### src/rtl/uart_recv_2480.sv
// -----------------------------------------------------------------------------
// uart_recv_2480
//   Serial receiver for the 2480 link, fed directly from the board RX pin.
//   Frame format: 1 start bit (0), 8 data bits LSB-first, 1 stop bit (1),
//   no parity. The asynchronous line is synchronised, the start bit is
//   re-checked at its centre, data bits are sampled at bit centre and the
//   stop bit is validated before the byte is presented.
//
// Parameters
//   CLK_FREQ  system clock frequency in Hz
//   UART_BPS  baud rate; BPS_CNT = CLK_FREQ/UART_BPS must be >= 16
//
// Ports
//   sys_clk    in   1  system clock, all logic on posedge
//   sys_rst_n  in   1  asynchronous active-low reset
//   uart_rxd   in   1  serial line, asynchronous, idles high
//   rx_busy    out  1  high from start-edge detect until return to IDLE
//   rx_data    out  8  last good byte, updates only together with rx_done
//   rx_done    out  1  one-cycle pulse: frame received with stop bit = 1
//   frame_err  out  1  one-cycle pulse: stop bit sampled 0
//
// Build option
//   UART_RX_MAJORITY_EN : when defined, each sample point uses a 2-of-3
//   majority over the samples taken at T-2, T-1 and T, so a single-cycle
//   glitch at a sample point is rejected. Decision timing is unchanged.
// -----------------------------------------------------------------------------
module uart_recv_2480 #(
  parameter int CLK_FREQ = 49152000,
  parameter int UART_BPS = 9600
) (
  input  logic       sys_clk,
  input  logic       sys_rst_n,
  input  logic       uart_rxd,
  output logic       rx_busy,
  output logic [7:0] rx_data,
  output logic       rx_done,
  output logic       frame_err
);

  localparam int          BPS_CNT  = CLK_FREQ / UART_BPS;
  localparam logic [15:0] BIT_END  = 16'(BPS_CNT - 1);
  localparam logic [15:0] HALF_END = 16'(BPS_CNT / 2 - 1);

  typedef enum logic [1:0] {
    IDLE  = 2'd0,
    START = 2'd1,
    DATA  = 2'd2,
    STOP  = 2'd3
  } state_t;

  // 2-of-3 majority vote
  function automatic logic maj3(input logic a, input logic b, input logic c);
    return (a & b) | (a & c) | (b & c);
  endfunction

  logic        rxd_s0_r;
  logic        rxd_s1_r;
  logic        rxd_d_r;
  logic        fall_s;
  logic        sample_pt_s;
  logic        sample_s;
  state_t      state_r;
  logic [15:0] clk_cnt_r;
  logic [2:0]  bit_cnt_r;
  logic [7:0]  shift_r;

  // Two-flop synchroniser plus one delay stage for falling-edge detection;
  // resets to the idle (high) level so reset release never looks like a start.
  always_ff @(posedge sys_clk or negedge sys_rst_n) begin
    if (!sys_rst_n) begin
      rxd_s0_r <= 1'b1;
      rxd_s1_r <= 1'b1;
      rxd_d_r  <= 1'b1;
    end else begin
      rxd_s0_r <= uart_rxd;
      rxd_s1_r <= rxd_s0_r;
      rxd_d_r  <= rxd_s1_r;
    end
  end

  assign fall_s = rxd_d_r & ~rxd_s1_r;

  // Sample-point decode: half a bit into START, a full bit in DATA/STOP.
  always_comb begin
    sample_pt_s = 1'b0;
    case (state_r)
      START:   sample_pt_s = (clk_cnt_r == HALF_END);
      DATA:    sample_pt_s = (clk_cnt_r == BIT_END);
      STOP:    sample_pt_s = (clk_cnt_r == BIT_END);
      default: sample_pt_s = 1'b0;
    endcase
  end

`ifdef UART_RX_MAJORITY_EN
  logic [1:0] hist_r;

  // Running history of the two previous synchronised samples; because
  // clk_cnt advances every cycle these are the samples at T-1 and T-2.
  always_ff @(posedge sys_clk or negedge sys_rst_n) begin
    if (!sys_rst_n) begin
      hist_r <= 2'b11;
    end else begin
      hist_r <= {hist_r[0], rxd_s1_r};
    end
  end

  assign sample_s = maj3(hist_r[1], hist_r[0], rxd_s1_r);
`else
  assign sample_s = rxd_s1_r;
`endif

  // Receive FSM; all outputs are registered here. Counters are cleared on
  // every state change so each state measures time from its own entry.
  always_ff @(posedge sys_clk or negedge sys_rst_n) begin
    if (!sys_rst_n) begin
      state_r   <= IDLE;
      clk_cnt_r <= 16'd0;
      bit_cnt_r <= 3'd0;
      shift_r   <= 8'h00;
      rx_data   <= 8'h00;
      rx_busy   <= 1'b0;
      rx_done   <= 1'b0;
      frame_err <= 1'b0;
    end else begin
      rx_done   <= 1'b0;
      frame_err <= 1'b0;
      case (state_r)
        IDLE: begin
          clk_cnt_r <= 16'd0;
          bit_cnt_r <= 3'd0;
          // only a 1->0 edge starts a frame; a held-low line does not
          if (fall_s) begin
            state_r <= START;
            rx_busy <= 1'b1;
          end else begin
            rx_busy <= 1'b0;
          end
        end
        START: begin
          if (sample_pt_s) begin
            clk_cnt_r <= 16'd0;
            if (!sample_s) begin
              // start bit confirmed; counter now aligned to bit centres
              state_r <= DATA;
            end else begin
              // noise pulse: drop silently
              state_r <= IDLE;
              rx_busy <= 1'b0;
            end
          end else begin
            clk_cnt_r <= clk_cnt_r + 16'd1;
          end
        end
        DATA: begin
          if (sample_pt_s) begin
            clk_cnt_r <= 16'd0;
            shift_r   <= {sample_s, shift_r[7:1]};
            if (bit_cnt_r == 3'd7) begin
              bit_cnt_r <= 3'd0;
              state_r   <= STOP;
            end else begin
              bit_cnt_r <= bit_cnt_r + 3'd1;
            end
          end else begin
            clk_cnt_r <= clk_cnt_r + 16'd1;
          end
        end
        STOP: begin
          if (sample_pt_s) begin
            // return to IDLE at stop-bit centre so a back-to-back start
            // edge half a bit later is still seen
            clk_cnt_r <= 16'd0;
            state_r   <= IDLE;
            rx_busy   <= 1'b0;
            if (sample_s) begin
              rx_data <= shift_r;
              rx_done <= 1'b1;
            end else begin
              frame_err <= 1'b1;
            end
          end else begin
            clk_cnt_r <= clk_cnt_r + 16'd1;
          end
        end
        default: begin
          state_r   <= IDLE;
          clk_cnt_r <= 16'd0;
          bit_cnt_r <= 3'd0;
          rx_busy   <= 1'b0;
        end
      endcase
    end
  end

endmodule

### config.mk
export PLATFORM = sky130hd
export DESIGN_NAME = uart_recv_2480
export DESIGN_NICKNAME = d
export VERILOG_FILES = /design/src/rtl/uart_recv_2480.sv
export SDC_FILE = /design/constraint.sdc
export NUM_CORES = 1
export LEC_CHECK = 0
export ABC_AREA = 1
export CORE_MARGIN = 2
export CORE_UTILIZATION = 30
export DETAILED_ROUTE_END_ITERATION = 8
export HOLD_SLACK_MARGIN = 0.12
export PLACE_DENSITY = 0.57
export SYNTH_ARGS = -nofsm -noshare
export SYNTH_HDL_FRONTEND = slang
export SYNTH_SLANG_ARGS = --single-unit
### constraint.sdc
create_clock -name sys_clk -period 4.4 [get_ports sys_clk]
set_input_delay 0.88 -clock sys_clk [delete_from_list [all_inputs] [get_ports sys_clk]]
set_output_delay 0.88 -clock sys_clk [all_outputs]
set_load 0.005 [all_outputs]
# Yosys cells after proc, flatten, opt, wreduce, memory -nomap -nowiden
# Cells that the tools add are included.
# op_classes
add_sub_neg,2
eq_ne,12
n_mux,24
n_bitwise,2
n_reduce_logical,10
# ops
cell,count
$pmux W16 S2,1
$add A16 B1 Y16 const B,1
$eq A16 B12 Y1 const B,1
$eq A16 B13 Y1 const B,1
$mux W16,1
$mux W2,6
$ne A2 B2 Y1 const B,6
$mux W1,10
$pmux W2 S4,1
$mux W3,2
$pmux W3 S2,1
$reduce_and A5 Y1,1
$eq A2 B2 Y1 const B,2
$reduce_and A2 Y1,2
$reduce_and A4 Y1,1
$add A3 B1 Y3 const B,1
$eq A3 B3 Y1 const B,1
$pmux W1 S3,1
$reduce_and A3 Y1,1
$reduce_bool A3 Y1,1
$reduce_or A3 Y1,1
$eq A2 B1 Y1 const B,1
$logic_not A2 Y1,1
$pmux W1 S2,1
4 further kinds,4
# word_totals
register_bits,43
in_bits,3
output_inout_bits,11

# Longest topological paths before layout
# depth
ltp_word,5
mapped_depth,14
mapped_depth_nobuf,13

# Worst setup path before layout
# No wires, ideal clock.
# synth_path
kind,reg-to-reg
from,register state_r[0]
to,register rx_data[5]
t_arrival_ns,1.647
required_time_ns,4.283
slack_ns,2.635
path_stages_with_launch,13
path_buffers,2
synth_period_minus_slack_ns,1.765
cell_sequence,dfrtp_1 > inv_1 > ha_1 > buf_2 > nor2_1 > nand3_1 > nor2_4 > nand2_4 > inv_6 > nand3_4 > buf_6 > nand2_2 > o21ai_2
# synth_between
elab_chain_cells,4
# synth_lines
element,line,text
from (decl),62,state_t state_r;
from (signal assigned),116,state_r <= IDLE;
from (signal assigned),133,state_r <= START;
from (signal assigned),144,state_r <= DATA;
"$eq A2 B2 Y1, on equally long branches","86, 127",
$reduce_or A2 Y1 (no line),-,
$pmux W1 S2,86,case (state_r)
$reduce_and A3 Y1 (no line) *,-,
to (signal assigned),176,rx_data <= shift_r;
to (decl),35,"output logic [7:0] rx_data,"
# Mark *: on every way between the ends. The rest lies on a longest branch, timed or not.
# A chain may end at the register's enable or synchronous reset.

# Worst setup path in the final report
# layout_path
from,register rx_data[7]
to,output rx_data[7]
# No word-level cell between the ends.

==> flow_summary_export.csv <==
group,metric,value,unit
global_route,grt_util_all_layers,10.7,%
min_path,holdPathEnd,"rxd_s1_r$_DFF_PN1_",
detailed_routing,wirelength,3.55,mm
worst_setup_path,worst_path_max_delay_cell,"clkdlybuf4s50_1",
worst_setup_path,worstPathRequired,3.52,ns
logic_synthesis,synth.distinct_cells,27,
die,fp.dieArea,0.00751,mm^2
power_and_ir_drop,irDropWorstVdd,0.000144,V
worst_setup_path,cp-end-kind,"output pin",
cells_and_area,nNetsFinal,254,
worst_setup_path,path_cells,"clkdlybuf4s50_1",
timing,hold_viol,0,
power_and_ir_drop,p_per_area,412,mW/mm^2
detailed_routing,via_per_inst,4.36,
clock_tree,numCtsBuffers,5,
cells_and_area,final_cell_mix,"nand2_1, dfrtp_1, inv_1, nor2_1, clkdlybuf4s50_1",
worst_setup_path,path_class,"reg -> out",
worst_setup_path,cpLargestDelayFamily,"buffers and inverters",
timing,fin_crit_sh,46.9,%
timing,fin_ws,2.33,ns
clock_tree,clock-sinks,43,
cells_and_area,multiInputGateArea,816,um^2
detailed_routing,drtAntennaViolNets,0,
global_route,grt_pass1_vias,1364,
cells_and_area,drive_above_1_share,13.5,%
die,start_util,30.5,%
clock_tree,clkTransAtPathRegs,0.09,ns
timing,period_minus_slack,2.07,ns
worst_setup_path,cp.depth,1,
logic_synthesis,synth.avg_cell_area,8.99,um^2
power_and_ir_drop,leakage,1.08,nW
timing,skew,0.00675,ns
global_route,antenna_found_initial,0,
cells_and_area,seq_area,0.00108,mm^2
timing,final-max-slew-violation-count,0,
min_path,hp-class,"reg -> reg",
clock_tree,hold_buffers,0,
die,die_h,86.7,um
worst_setup_path,critPathMaxStageDelay,0.50,ns
worst_setup_path,reg2reg_to,"clk_cnt_r[13]$_DFF_PN0_",
placement,gp_congestion,0.807,
die,fp-row-count,30,
timing,rsz0062_at_grt,"no",
min_path,hold_depth,0,
timing,finalSetupTns,0,ns
worst_setup_path,worst-r2r-setup-slack,2.46,ns
die,die_w,86.7,um
clock_tree,cts.path.max_buffers,2,
worst_setup_path,path_max_fanout,2,
placement,place_ws,2.45,ns
detailed_routing,first_pass_iters,4,
die,coreArea,0.00672,mm^2
clock_tree,ctsRootBufferMaster,"clkbuf_8",
worst_setup_path,r2r-start,"state_r[0]$_DFFE_PN0P_",
cells_and_area,final_common_cell,"nand2_1",
clock_tree,h-tree-depth,2,
min_path,hold_start,"rxd_s0_r$_DFF_PN1_",
clock_tree,post_cts_resized,0,
logic_synthesis,syn_area,0.00205,mm^2
cells_and_area,syn_to_final_growth,14.9,%
detailed_routing,drt-wirelength-per-cell,10.9,um
worst_setup_path,startpoint_type,"register",
timing,worstMarginPinSlew,0.942,ns
detailed_routing,drc_errors,0,
clock_tree,cts_tree,"built",
logic_synthesis,synthCells,228,
clock_tree,clk_latency,0.30,ns
worst_setup_path,r2r_cells,12,
global_route,grt_start_max_net_pins,44,
cells_and_area,diodes,0,
cells_and_area,fillerInstances,687,
detailed_routing,drt_iter0_drc,60,
global_route,grt_first_pass_wirelength,6.33,mm
logic_synthesis,ys_seq_area_share,52.7,%
status,outcome,"finished, final reports clean",
cells_and_area,utilization,35.0,%
timing,fmax,0.484,GHz
logic_synthesis,ys_ff_latch,43,
global_route,grt.overflow.total,0,
clock_tree,cts_setup_buffers,0,
worst_setup_path,cp.arrival,1.19,ns
detailed_routing,vias,1417,
timing,relSlewSlack,37.2,%
die,io_pins,14,
logic_synthesis,synth_warnings,0,
worst_setup_path,worst-path-buf-inv,1,
job,maxCapViolations,0,
logic_synthesis,synth_nets,238,
placement,port_buffers,13,
placement,hpwlAfterDp,2.52,mm
timing,setup_viol,0,
==> final cells by class <==
type | instances | share of cell area (%)
flip-flops and latches | 43 | 45.9
multi-input cells | 150 | 34.6
repair buffers | 13 | 5.31
inverters | 31 | 5.15
well taps | 80 | 4.25
clock buffers | 5 | 2.92
clock inverters | 3 | 1.86
==> registers in the layout (all words and copies together) (netlist names), named ones only <==
register and flops:
bit_cnt_r 3, clk_cnt_r 16, frame_err 1, rx_busy 1, rx_data 8, rx_done 1, rxd_d_r 1, rxd_s0_r 1
rxd_s1_r 1, shift_r 8, state_r 1
==> synth_stat cells <==
master / number / area, um^2
dfrtp_1: 40 / 1000
ha_1: 7 / 87.6
xnor2_1: 1 / 8.76
nand3_4: 1 / 17.5
o21ai_0: 7 / 35.0
nand2_2: 5 / 31.3
a21oi_1: 6 / 30.0
a211oi_1: 1 / 7.51
a31oi_1: 1 / 6.26
buf_2: 2 / 10.0
nor3_1: 6 / 30.0
inv_6: 1 / 8.76
o21ai_1: 8 / 40.0
o21a_1: 1 / 7.51
nand2_4: 2 / 22.5
nand3_1: 9 / 45.0
dfstp_2: 3 / 78.8
nor2_1: 26 / 97.6
inv_1: 30 / 113
nand2_1: 49 / 184
xor2_1: 1 / 8.76
nor3b_1: 4 / 30.0
buf_6: 2 / 22.5
or2_2: 2 / 12.5
o21ai_2: 7 / 61.3
nand4_1: 3 / 18.8
nor2_4: 3 / 33.8
==> metal layers <==
metal	track usage [%]	up-vias	share of wire (%)
li1	-	754	-
met1	14.4	646	52
met2	16.4	11	43
met3	2.57	6	2.1
met4	4.69	0	2.4
met5	0	-	0
==> through the flow <==
| stage | cells | power (mW) | hold WS (ns) | area [um^2] |
|---|---|---|---|---|
| detailed placement | 317 | 0.672 | 0.347 | 2240 |
| finish | 325 | 0.970 | 0.359 | 2350 |
| floorplan | 228 | 0.606 | 0.345 | 2050 |
| CTS | 325 | 0.983 | 0.360 | 2350 |
| global placement | 317 | 0.667 | 0.346 | 2240 |
| global route | 325 | 1.04 | 0.369 | 2350 |
==> logic make-up (layout without fill, tap and decap cells) <==
group	count (synthesis)	after routing	share of synthesized area (%)
compound gates	31	31	9.16
fa+ha+maj	7	7	4.27
xor+xnor	2	2	0.855
flops	43	43	52.7
buf+inv	35	52	7.51
simple gates	110	110	25.5
==> worst max-delay path by stage <==
stage / start / end / slack [ns]
3_3_place_gp: state_r[0]$_DFFE_PN0P_ / clk_cnt_r[13]$_DFF_PN0_ / 2.49
2_1_floorplan: state_r[0]$_DFFE_PN0P_ / rx_data[5]$_DFFE_PN0P_ / 2.64
4_1_cts: rx_data[7]$_DFFE_PN0P_ / rx_data[7] / 2.31
3_5_place_dp: state_r[0]$_DFFE_PN0P_ / rx_data[1]$_DFFE_PN0P_ / 2.45
6_report: rx_data[7]$_DFFE_PN0P_ / rx_data[7] / 2.33
5_1_grt: state_r[0]$_DFFE_PN0P_ / rx_data[0]$_DFFE_PN0P_ / 2.22
==> power by group <==
group | switching, mW | total, mW | internal, mW | leakage, nW
Combinational | 0.146 | 0.217 | 0.0704 | 0.433
Clock | 0.141 | 0.310 | 0.169 | 0.0581
Sequential | 0.0225 | 0.444 | 0.421 | 0.585
Total | 0.309 | 0.970 | 0.661 | 1.08
Note: power is estimated with default switching activity, not from simulation.
